<file path="src/rtl/sao_bo_apply_if.sv">
// Parameter, input-beat and output-beat signal bundle for the SAO band-offset apply block.
interface sao_bo_apply_if #(
    parameter int unsigned BIT_DEPTH = 8,
    parameter int unsigned N_PIX     = 4
);
    logic                            param_valid;
    logic                            param_ready;
    logic [1:0]                      param_cidx;
    logic                            param_bo_en;
    logic [4:0]                      param_band_pos;
    logic [3:0][5:0]                 param_offset;

    logic                            in_valid;
    logic                            in_ready;
    logic [N_PIX-1:0][BIT_DEPTH-1:0] in_pix;
    logic                            in_last;

    logic                            out_valid;
    logic                            out_ready;
    logic [N_PIX-1:0][BIT_DEPTH-1:0] out_pix;
    logic                            out_last;

    logic                            cnt_err;

    modport master (
        output param_valid, param_cidx, param_bo_en, param_band_pos, param_offset,
        input  param_ready,
        output in_valid, in_pix, in_last,
        input  in_ready,
        input  out_valid, out_pix, out_last, cnt_err,
        output out_ready
    );

    modport slave (
        input  param_valid, param_cidx, param_bo_en, param_band_pos, param_offset,
        output param_ready,
        input  in_valid, in_pix, in_last,
        output in_ready,
        output out_valid, out_pix, out_last, cnt_err,
        input  out_ready
    );
endinterface

</file>
<file path="src/rtl/sao_bo_apply.sv">
// Decoder-side SAO band offset: classifies each reconstructed sample into one of 32 bands
// and adds the signalled offset for the four bands starting at band_pos, with clipping.
module sao_bo_apply #(
    parameter int unsigned BIT_DEPTH = 8,
    parameter int unsigned N_PIX     = 4,
    parameter int unsigned CTB_LOG2  = 6
) (
    input logic           clk,
    input logic           arst,
    sao_bo_apply_if.slave bus
);
    localparam int unsigned OFF_W      = 6;
    localparam int unsigned SUM_W      = BIT_DEPTH + 2;
    localparam int unsigned CNT_W      = 2 * CTB_LOG2 + 1;
    localparam int unsigned EXP_LUMA   = (32'd1 << (2 * CTB_LOG2)) / N_PIX;
    localparam int unsigned EXP_CHROMA = EXP_LUMA / 4;

    typedef enum logic [1:0] {IDLE = 2'd0, RUN = 2'd1, DRAIN = 2'd2} state_e;

    state_e state_q, state_d;
    logic   param_ready_c, in_ready_c, advance_c, in_fire_c, par_fire_c;

    logic [1:0]             cidx_q;
    logic                   bo_en_q;
    logic [4:0]             band_pos_q;
    logic [3:0][OFF_W-1:0]  offset_q;

    logic                                s1_valid_q, s1_last_q;
    logic [N_PIX-1:0][BIT_DEPTH-1:0]     s1_pix_q;
    logic [N_PIX-1:0]                    s1_hit_q;
    logic [N_PIX-1:0][OFF_W-1:0]         s1_off_q;
    logic [N_PIX-1:0]                    s1_hit_d;
    logic [N_PIX-1:0][OFF_W-1:0]         s1_off_d;
    logic [N_PIX-1:0][4:0]               band_k_c;

    logic                                s2_valid_q, out_last_q;
    logic [N_PIX-1:0][BIT_DEPTH-1:0]     out_pix_q, out_pix_d;
    logic [N_PIX-1:0][SUM_W-1:0]         sum_c;

    logic [CNT_W-1:0] cnt_q, cnt_nxt_c, exp_cnt_c;
    logic             cnt_err_q;

    assign advance_c  = !s2_valid_q || bus.out_ready;
    assign in_fire_c  = bus.in_valid && in_ready_c;
    assign par_fire_c = bus.param_valid && param_ready_c;

    // State register
    always_ff @(posedge clk or posedge arst) begin
        if (arst) state_q <= IDLE;
        else      state_q <= state_d;
    end

    // Next-state logic
    always_comb begin
        state_d = state_q;
        unique case (state_q)
            IDLE:    if (par_fire_c) state_d = RUN;
            RUN:     if (in_fire_c && bus.in_last) state_d = DRAIN;
            DRAIN:   if (!s1_valid_q && !s2_valid_q) state_d = IDLE;
            default: state_d = IDLE;
        endcase
    end

    // FSM handshake outputs; in_ready also waits on the pipeline having room
    always_comb begin
        param_ready_c = 1'b0;
        in_ready_c    = 1'b0;
        if (state_q == IDLE) param_ready_c = 1'b1;
        if (state_q == RUN)  in_ready_c    = advance_c;
    end

    always_ff @(posedge clk or posedge arst) begin
        if (arst) begin
            cidx_q     <= '0;
            bo_en_q    <= 1'b0;
            band_pos_q <= '0;
            offset_q   <= '0;
        end else if (par_fire_c) begin
            cidx_q     <= bus.param_cidx;
            bo_en_q    <= bus.param_bo_en;
            band_pos_q <= bus.param_band_pos;
            offset_q   <= bus.param_offset;
        end
    end

    // Stage 1 classification: offset slot is the band distance from band_pos, mod 32
    always_comb begin
        band_k_c = '0;
        s1_hit_d = '0;
        s1_off_d = '0;
        for (int i = 0; i < int'(N_PIX); i++) begin
            band_k_c[i] = bus.in_pix[i][BIT_DEPTH-1 -: 5] - band_pos_q;
            s1_hit_d[i] = bo_en_q && (band_k_c[i][4:2] == 3'b000);
            s1_off_d[i] = offset_q[band_k_c[i][1:0]];
        end
    end

    // Stage 2 offset add with clip to [0, 2^BIT_DEPTH-1]
    always_comb begin
        sum_c     = '0;
        out_pix_d = s1_pix_q;
        for (int i = 0; i < int'(N_PIX); i++) begin
            sum_c[i] = {2'b00, s1_pix_q[i]}
                     + {{(SUM_W-OFF_W){s1_off_q[i][OFF_W-1]}}, s1_off_q[i]};
            if (s1_hit_q[i]) begin
                if (sum_c[i][SUM_W-1])                   out_pix_d[i] = '0;
                else if (sum_c[i][SUM_W-2 -: 1] != 1'b0) out_pix_d[i] = '1;
                else                                     out_pix_d[i] = sum_c[i][BIT_DEPTH-1:0];
            end
        end
    end

    always_ff @(posedge clk or posedge arst) begin
        if (arst) begin
            s1_valid_q <= 1'b0;
            s1_last_q  <= 1'b0;
            s1_pix_q   <= '0;
            s1_hit_q   <= '0;
            s1_off_q   <= '0;
            s2_valid_q <= 1'b0;
            out_pix_q  <= '0;
            out_last_q <= 1'b0;
        end else if (advance_c) begin
            s1_valid_q <= in_fire_c;
            if (in_fire_c) begin
                s1_pix_q  <= bus.in_pix;
                s1_hit_q  <= s1_hit_d;
                s1_off_q  <= s1_off_d;
                s1_last_q <= bus.in_last;
            end
            s2_valid_q <= s1_valid_q;
            if (s1_valid_q) begin
                out_pix_q  <= out_pix_d;
                out_last_q <= s1_last_q;
            end
        end
    end

    assign cnt_nxt_c = cnt_q + CNT_W'(1);
    assign exp_cnt_c = (cidx_q == 2'd0) ? CNT_W'(EXP_LUMA) : CNT_W'(EXP_CHROMA);

    // Beat count check: the beat reaching the expected count must carry in_last and vice versa
    always_ff @(posedge clk or posedge arst) begin
        if (arst) begin
            cnt_q     <= '0;
            cnt_err_q <= 1'b0;
        end else begin
            if (par_fire_c)     cnt_q <= '0;
            else if (in_fire_c) cnt_q <= cnt_nxt_c;
            if (in_fire_c) begin
                if (bus.in_last && (cnt_nxt_c != exp_cnt_c))  cnt_err_q <= 1'b1;
                if (!bus.in_last && (cnt_nxt_c >= exp_cnt_c)) cnt_err_q <= 1'b1;
            end
        end
    end

    assign bus.param_ready = param_ready_c;
    assign bus.in_ready    = in_ready_c;
    assign bus.out_valid   = s2_valid_q;
    assign bus.out_pix     = out_pix_q;
    assign bus.out_last    = out_last_q;
    assign bus.cnt_err     = cnt_err_q;
endmodule

</file>
<file path="src/flat_wrapper.sv">
// flat-port wrapper written by rule: the top's interface ports become plain ports
module sao_bo_apply_flat 
#(
    parameter int unsigned BIT_DEPTH = 8,
    parameter int unsigned N_PIX     = 4,
    parameter int unsigned CTB_LOG2  = 6
)
  (clk, arst, bus_param_valid, bus_param_cidx, bus_param_bo_en, bus_param_band_pos, bus_param_offset, bus_param_ready, bus_in_valid, bus_in_pix, bus_in_last, bus_in_ready, bus_out_valid, bus_out_pix, bus_out_last, bus_cnt_err, bus_out_ready);
  sao_bo_apply_if #(.BIT_DEPTH(BIT_DEPTH), .N_PIX(N_PIX)) bus_i ();
  input logic clk;
  input logic arst;
  input wire logic [$bits(bus_i.param_valid)-1:0] bus_param_valid;
  input wire logic [$bits(bus_i.param_cidx)-1:0] bus_param_cidx;
  input wire logic [$bits(bus_i.param_bo_en)-1:0] bus_param_bo_en;
  input wire logic [$bits(bus_i.param_band_pos)-1:0] bus_param_band_pos;
  input wire logic [$bits(bus_i.param_offset)-1:0] bus_param_offset;
  output wire logic [$bits(bus_i.param_ready)-1:0] bus_param_ready;
  input wire logic [$bits(bus_i.in_valid)-1:0] bus_in_valid;
  input wire logic [$bits(bus_i.in_pix)-1:0] bus_in_pix;
  input wire logic [$bits(bus_i.in_last)-1:0] bus_in_last;
  output wire logic [$bits(bus_i.in_ready)-1:0] bus_in_ready;
  output wire logic [$bits(bus_i.out_valid)-1:0] bus_out_valid;
  output wire logic [$bits(bus_i.out_pix)-1:0] bus_out_pix;
  output wire logic [$bits(bus_i.out_last)-1:0] bus_out_last;
  output wire logic [$bits(bus_i.cnt_err)-1:0] bus_cnt_err;
  input wire logic [$bits(bus_i.out_ready)-1:0] bus_out_ready;
  assign bus_i.param_valid = bus_param_valid;
  assign bus_i.param_cidx = bus_param_cidx;
  assign bus_i.param_bo_en = bus_param_bo_en;
  assign bus_i.param_band_pos = bus_param_band_pos;
  assign bus_i.param_offset = bus_param_offset;
  assign bus_param_ready = bus_i.param_ready;
  assign bus_i.in_valid = bus_in_valid;
  assign bus_i.in_pix = bus_in_pix;
  assign bus_i.in_last = bus_in_last;
  assign bus_in_ready = bus_i.in_ready;
  assign bus_out_valid = bus_i.out_valid;
  assign bus_out_pix = bus_i.out_pix;
  assign bus_out_last = bus_i.out_last;
  assign bus_cnt_err = bus_i.cnt_err;
  assign bus_i.out_ready = bus_out_ready;
  sao_bo_apply #(.BIT_DEPTH(BIT_DEPTH), .N_PIX(N_PIX), .CTB_LOG2(CTB_LOG2)) u_core (.clk(clk), .arst(arst), .bus(bus_i));
endmodule
</file>
<file path="config.mk">
export PLATFORM = sky130hd
export DESIGN_NAME = sao_bo_apply_flat
export DESIGN_NICKNAME = d
export VERILOG_FILES = /design/src/rtl/sao_bo_apply_if.sv /design/src/rtl/sao_bo_apply.sv /design/src/flat_wrapper.sv
export SDC_FILE = /design/constraint.sdc
export NUM_CORES = 1
export LEC_CHECK = 0
export BUFFER_PORTS_ARGS = -buffer_cell sky130_fd_sc_hd__buf_2
export CAP_MARGIN = 20
export CORE_MARGIN = 4
export CORE_UTILIZATION = 25
export DETAILED_ROUTE_END_ITERATION = 16
export GPL_TIMING_DRIVEN = 1
export HOLD_SLACK_MARGIN = 0.05
export SLEW_MARGIN = 20
export SYNTH_ARGS = -nofsm -noshare
export SYNTH_HDL_FRONTEND = slang
export SYNTH_SLANG_ARGS = --single-unit
</file>
<file path="constraint.sdc">
create_clock -name clk -period 4.6 [get_ports clk]
set_input_delay 0.69 -clock clk [delete_from_list [all_inputs] [get_ports clk]]
set_output_delay 0.69 -clock clk [all_outputs]
set_load 0.005 [all_outputs]
</file>
### Word level (Yosys, flattened, before mapping)

Cells that the tools add are included.

| word-level totals | value |
|---|---|
| input bits | 70 |
| register bits after elaboration | 144 |
| word-level logic and storage cells | 104 |
| output and inout port bits | 37 |

| operators by class | value |
|---|---|
| add/sub/neg operators | 9 |
| $lt $le $gt $ge | 5 |
| equality and inequality tests | 6 |
| reduce and logical (&&, ||, !) cells | 26 |
| mux-type cells | 31 |

Operators with widths:

| kind | count |
|---|---|
| $mux 8 | 12 |
| $bmux 6 s2 | 4 |
| $add 9x6->10 | 4 |
| $mux 13 | 2 |
| $mux 6 | 4 |
| $sub 5x5->5 | 4 |
| $add 13x1->13 const B | 1 |
| $ge 13x13->1 | 1 |
| $ne 13x13->1 | 1 |
| $logic_not 3->1 | 4 |
| $lt 2x3->1 const B | 4 |
| $mux 11 | 1 |
| $logic_and 1x1->1 | 10 |
| $mux 2 | 3 |
| $ne 2x1->1 const B | 3 |
| $pmux 2 s3 | 1 |
| $reduce_and 2->1 | 3 |
| $logic_not 2->1 | 2 |
| $mux 1 | 4 |
| $reduce_bool 2->1 | 2 |
| $logic_not 1->1 | 3 |
| $reduce_and 3->1 | 1 |
| $eq 2x1->1 const B | 1 |
| $eq 2x2->1 const B | 1 |
| $logic_or 1x1->1 | 1 |

### Longest topological paths before layout

| logic depth | value |
|---|---|
| word-level depth | 7 |
| depth in mapped cells | 12 |
| depth with buffers taken out | 10 |

### Worst setup path after synthesis

No wires, ideal clock.

| timing | value |
|---|---|
| path kind | in2reg |
| start point | input bus_in_pix[27] |
| end point | register u_core.s1_off_q[23] (netlist name) |
| library setup time | 0.117 ns |
| cell stages on the path | 7 |
| required time | 4.483 ns |
| setup slack | 2.329 ns |
| buffers on the path | 0 |
| data arrival time | 2.154 ns |
| cells stage by stage | inv_1 ha_1 inv_1 fa_1 mux4_2 nand2_1 nand2_1 |

| between the ends | value |
|---|---|
| cells in the longest elaborated chain, start to end | 3 |

Ends and longest elaborated chain:

| what | RTL line | source |
|---|---|---|
| start, declared | flat_wrapper.sv:19 | `input wire logic [$bits(bus_i.in_pix)-1:0] bus_in_pix;` |
| $sub 5x5->5 | sao_bo_apply.sv:92 | `band_k_c[i] = bus.in_pix[i][BIT_DEPTH-1 -: 5] - band_pos_q;` |
| $bmux 6 s2 | sao_bo_apply.sv:94 | `s1_off_d[i] = offset_q[band_k_c[i][1:0]];` |
| $mux 6 (implied by the code) | sao_bo_apply.sv:94 |  |
| end signal, assigned | sao_bo_apply.sv:128 | `s1_off_q <= s1_off_d;` |
| end, declared | sao_bo_apply.sv:31 | `logic [N_PIX-1:0][OFF_W-1:0] s1_off_q;` |

No other way between the ends. The select of a mux whose other input is x is not followed.
A chain may end at the register's enable or synchronous reset.

### Worst setup path in the final report

| timing | value |
|---|---|
| start point | register u_core.cnt_q[3] |
| end point | register u_core.cnt_err_q, in the netlist u_core.bus.cnt_err |

| between the ends | value |
|---|---|
| cells in the longest elaborated chain, start to end | 5 |
| elaborated cells on any way between the ends | 8 |
| classes of those cells | add/sub: 1; order compare: 1; eq/ne: 1; mux: 1; reduce/logical: 4 |

Ends and longest elaborated chain:

| what | RTL line | source |
|---|---|---|
| start, declared | sao_bo_apply.sv:40 | `logic [CNT_W-1:0] cnt_q, cnt_nxt_c, exp_cnt_c;` |
| start signal, assigned | sao_bo_apply.sv:149 | `else if (in_fire_c) cnt_q <= cnt_nxt_c;` |
| $add 13x1->13 (*) | sao_bo_apply.sv:139 | `assign cnt_nxt_c = cnt_q + CNT_W'(1);` |
| $ge 13x13->1 / $ne 13x13->1 (equally long branches) | sao_bo_apply.sv:152, sao_bo_apply.sv:151 |  |
| $logic_and 1x1->1 (on tied branches) | sao_bo_apply.sv:152, sao_bo_apply.sv:151 |  |
| $reduce_bool 2->1 (no line) | - |  |
| $reduce_and 2->1 (no line) | - |  |
| end signal, assigned | sao_bo_apply.sv:146 | `cnt_err_q <= 1'b0;` |
| end signal, assigned | sao_bo_apply.sv:151 | `if (bus.in_last && (cnt_nxt_c != exp_cnt_c)) cnt_err_q <= 1'b1;` |
| end signal, assigned | sao_bo_apply.sv:152 | `if (!bus.in_last && (cnt_nxt_c >= exp_cnt_c)) cnt_err_q <= 1'b1;` |
| end, declared | sao_bo_apply.sv:41 | `logic cnt_err_q;` |

Mark *: on every way between the ends. The rest lies on a longest branch, timed or not.

==> key figures <==
Outcome
  – Outcome: complete, no violations

Min path
  – HP Class: in2async

CTS
  – Root Buffer: clkbuf_16
  – Clk pin slew, worst setup/hold paths: 60 ps
  – TritonCTS buffer count: 17
  – Htree depth: 4
  – Worst skew pair latency: 440 ps
  – Post-CTS Hold Buffers: 0
  – Clock Path Buffers: 2
  – Post_cts resized: 0
  – Number of setup buffers added after CTS: 0
  – Clk sinks: 144
  – TritonCTS clock tree: built

Floorplanning
  – Die Area: 0.03844 mm^2
  – FP Rows: 68
  – Starting Density: 25.47%
  – Core area: 0.03471 mm^2
  – Die height: 196.1 um
  – Die width: 196.1 um
  – Io pins: 107

Setup path
  – FF-to-FF setup slack: 2100 ps
  – R2R Path End: u_core.bus.cnt_err
  – CP delay by family, top: simple AND/OR/NAND/NOR gates
  – Crit path buf inv count: 0
  – Critical path arrival: 2870 ps
  – Reg2reg path depth: 10
  – Critical path fanouts, max: 8
  – Worst EP required: 4970 ps
  – Slowest stage delay, CP: 490 ps
  – Setup CP Type: reg2reg
  – Worst Setup End Kind: register
  – Crit path depth: 10
  – FF-to-FF Start: u_core.cnt_q[3]
  – Critical path cell sequence: and4_1 -> nand4_1 -> xor2_1 -> ha_1 -> and2_1 -> and4_2 -> o31ai_1 -> a31oi_1 -> o221ai_1 -> a21o_1
  – CP Launch Type: register
  – Slowest cell on the critical path: dfrtp_1

Detailed routing
  – Top sig layer: met5
  – Initial DRT Pass Iterations: 5
  – Vias per cell: 4.713
  – Post-route ant nets: 0
  – WL met1: 11970 um
  – Drt wl/cell: 16.37 um
  – Via count: 7281
  – Wire length on met2: 11530 um
  – Routed WL: 25290 um
  – Detail Route met3 WL: 1207 um
  – 1st-iter DRT viols: 550
  – Drt drc: 0

STA
  – Min cycle time layout: 2502 ps
  – Slew HR: 33.54%
  – Setup_tns: 0 ps
  – Skew final: 7.892 ps
  – RSZ-0062 raised after global routing: false
  – Final Setup Violations: 0
  – Fmax: 399.7 MHz
  – Max-slew violations: 0
  – Slew @ Worst Pin: 993.4 ps
  – Hold Violations, Final: 0
  – Period utilization: 54.39%

Final layout
  – Utilization after layout: 29.92%
  – Nets: 1209
  – Most frequent cells in the layout: 272 x nand2_1, 144 x dfrtp_1, 106 x buf_2
  – Register Area: 0.003603 mm^2
  – Layout cells sized above 1: 16.82%
  – Finished Cell Area: 0.01039 mm^2
  – Filler cells: 3680
  – Commonest non-fill, non-tap cell in the layout: nand2_1
  – Multi-input gate area: 0.004945 mm^2
  – Final cell count without fillers: 1545
  – P&R area growth vs syn: 17.49%

Power
  – Max IR drop VDD: 0.3571 mV
  – Sequential share of power: 32.0%
  – Cell Int Power: 4321 uW
  – Clock power share: 18.1%
  – Cell area power density: 731.3 mW/mm^2
  – Combinational power share: 49.9%
  – Sw power: 3275 uW
  – LEAKAGE: 0.004874 uW
  – Switching Fraction: 43.11%

Yosys
  – Post-synth EDFFs: 0
  – Seq cells post-synth: 144
  – Netlist cell types: 57
  – Mapped Cells: 987
  – Top cell type's share of synthesized area: 40.76%
  – Top FF cell, synth: dfrtp_1
  – Synth Area per Inst: 8.957 um^2
  – FFs w/ async S/R, synth: 100.0%
  – Top cells by area, synth: dfrtp_1 41%, nand2_1 12%, ha_1 7.9%
  – Mapped Area: 0.008841 mm^2
  – Synth Net Count: 1121
  – Leading area contributor after synthesis: dfrtp_1
  – Sequential area share after synthesis: 40.76%
  – Synth warn: 0

Global routing
  – Largest net degree at the start of global routing: 95
  – Vias in the first global route: 7267
  – Initial antenna violation count: 3
  – GRT overflow: 0
  – Overall Global Routing Usage: 13.21%
  – Global-route wire length before repair: 40630 um

Placement
  – Hpwl dp: 18680 um
  – Port bufs: 106
  – Placed cells: 1511
  – DP Area: 0.009812 mm^2
  – Final GP Congestion: 0.8516

Run
  – Max-cap viol count: 0
[synth_stat cells (3+ instances only)]
master / instances
nand4_1: 4
clkbuf_1: 32
a21o_1: 10
nand2_1: 274
xor2_1: 18
or4_1: 4
a21oi_1: 64
o41ai_1: 3
xnor2_1: 26
nor2_1: 55
buf_1: 6
nor4_1: 4
ha_1: 56
nand3_1: 25
fa_1: 8
and2_1: 6
a211oi_1: 12
inv_1: 25
o21bai_1: 4
nand2b_1: 7
o211ai_1: 6
mux4_2: 24
o31ai_1: 7
buf_6: 3
nor2b_1: 4
nor3b_1: 30
and3_1: 5
o22ai_1: 3
nor3_1: 3
dfrtp_1: 144
or2_2: 3
o21ai_0: 73
o21ai_1: 8
[routing by layer]
layer | global-route usage (%) | vias to the layer above
li1 | - | 3603
met1 | 18.44 | 3443
met2 | 20.45 | 190
met3 | 2.731 | 41
met4 | 4.525 | 4
met5 | 0 | -
[worst register-to-register path: cells and delay by family, from the launching register on]
kind / cells / cell delay (ps)
AO/OA/AOI/OAI: 4 / 640
XOR/XNOR: 1 / 180
adder cells (fa/ha/maj): 1 / 220
flip-flops: 1 / 490
AND/OR/NAND/NOR: 4 / 920
[power by group through the flow]
stage / clock [uW] / sequential [uW] / combinational [uW]
4_1_cts: 1400 / 2430 / 3810
3_3_place_gp: 0 / 2440 / 3700
3_5_place_dp: 0 / 2450 / 3790
5_1_grt: 1460 / 2510 / 4310
6_report: 1380 / 2430 / 3790
2_1_floorplan: 0 / 2170 / 3000
[logic make-up (layout without fill, tap and decap cells)]
logic type / after synthesis / in the layout / synth area share, %
and+or+nand+nor: 433 / 433 / 21.57
AOI/OAI and AO/OA: 207 / 207 / 13.81
xor gates and xnor gates: 44 / 44 / 4.359
other: 0 / 2 / 0
adders and majority gates: 64 / 64 / 9.737
buffers and inverters: 69 / 170 / 3.382
muxes: 26 / 26 / 6.383
DFF: 144 / 144 / 40.76
[stage by stage]
| stage | hold slack (ps) | total power (uW) | setup WS [ps] |
|---|---|---|---|
| 2_1_floorplan | 437.4 | 5165 | 43.72 |
| 5_1_grt | 432.1 | 8277 | 1911 |
| 3_5_place_dp | 456.2 | 6235 | 1999 |
| 4_1_cts | 426.1 | 7642 | 2089 |
| 6_report | 429.4 | 7596 | 2098 |
| 3_3_place_gp | 454.2 | 6139 | 2034 |
[worst max-delay path by stage]
stage	from	endpoint	slack, ps
floorplan	arst	u_core.band_pos_q[0]	40
global placement	bus_in_pix[11]	u_core.s1_off_q[11]	2030
detailed placement	bus_in_pix[3]	u_core.s1_off_q[5]	2000
CTS	u_core.cnt_q[3]	u_core.bus.cnt_err	2090
global route	u_core.s1_off_q[0]	u_core.bus.out_pix[3]	1910
finish	u_core.cnt_q[3]	u_core.bus.cnt_err	2100
[flip-flops by register name, summed over array words and instances, names as in the netlist]
register,count
u_core.cidx_q,2
u_core.bus.out_pix,32
u_core.s1_valid_q,1
u_core.s1_last_q,1
u_core.state_q,2
u_core.bus.out_valid,1
u_core.s1_pix_q,32
u_core.s1_off_q,24
u_core.bo_en_q,1
u_core.cnt_q,13
u_core.bus.out_last,1
u_core.bus.cnt_err,1
u_core.band_pos_q,5
u_core.s1_hit_q,4
u_core.offset_q,24
[final cells by class]
type / count / share of cell area (%)
clock buffer: 19 / 4.168
multi-input combinational: 774 / 47.60
inverter: 25 / 0.9516
sequential: 144 / 34.69
tap: 455 / 5.481
antenna: 2 / 0.04818
timing repair buffer: 113 / 5.734
clock inverter: 13 / 1.325
Note: power is estimated with default switching activity, not from simulation.
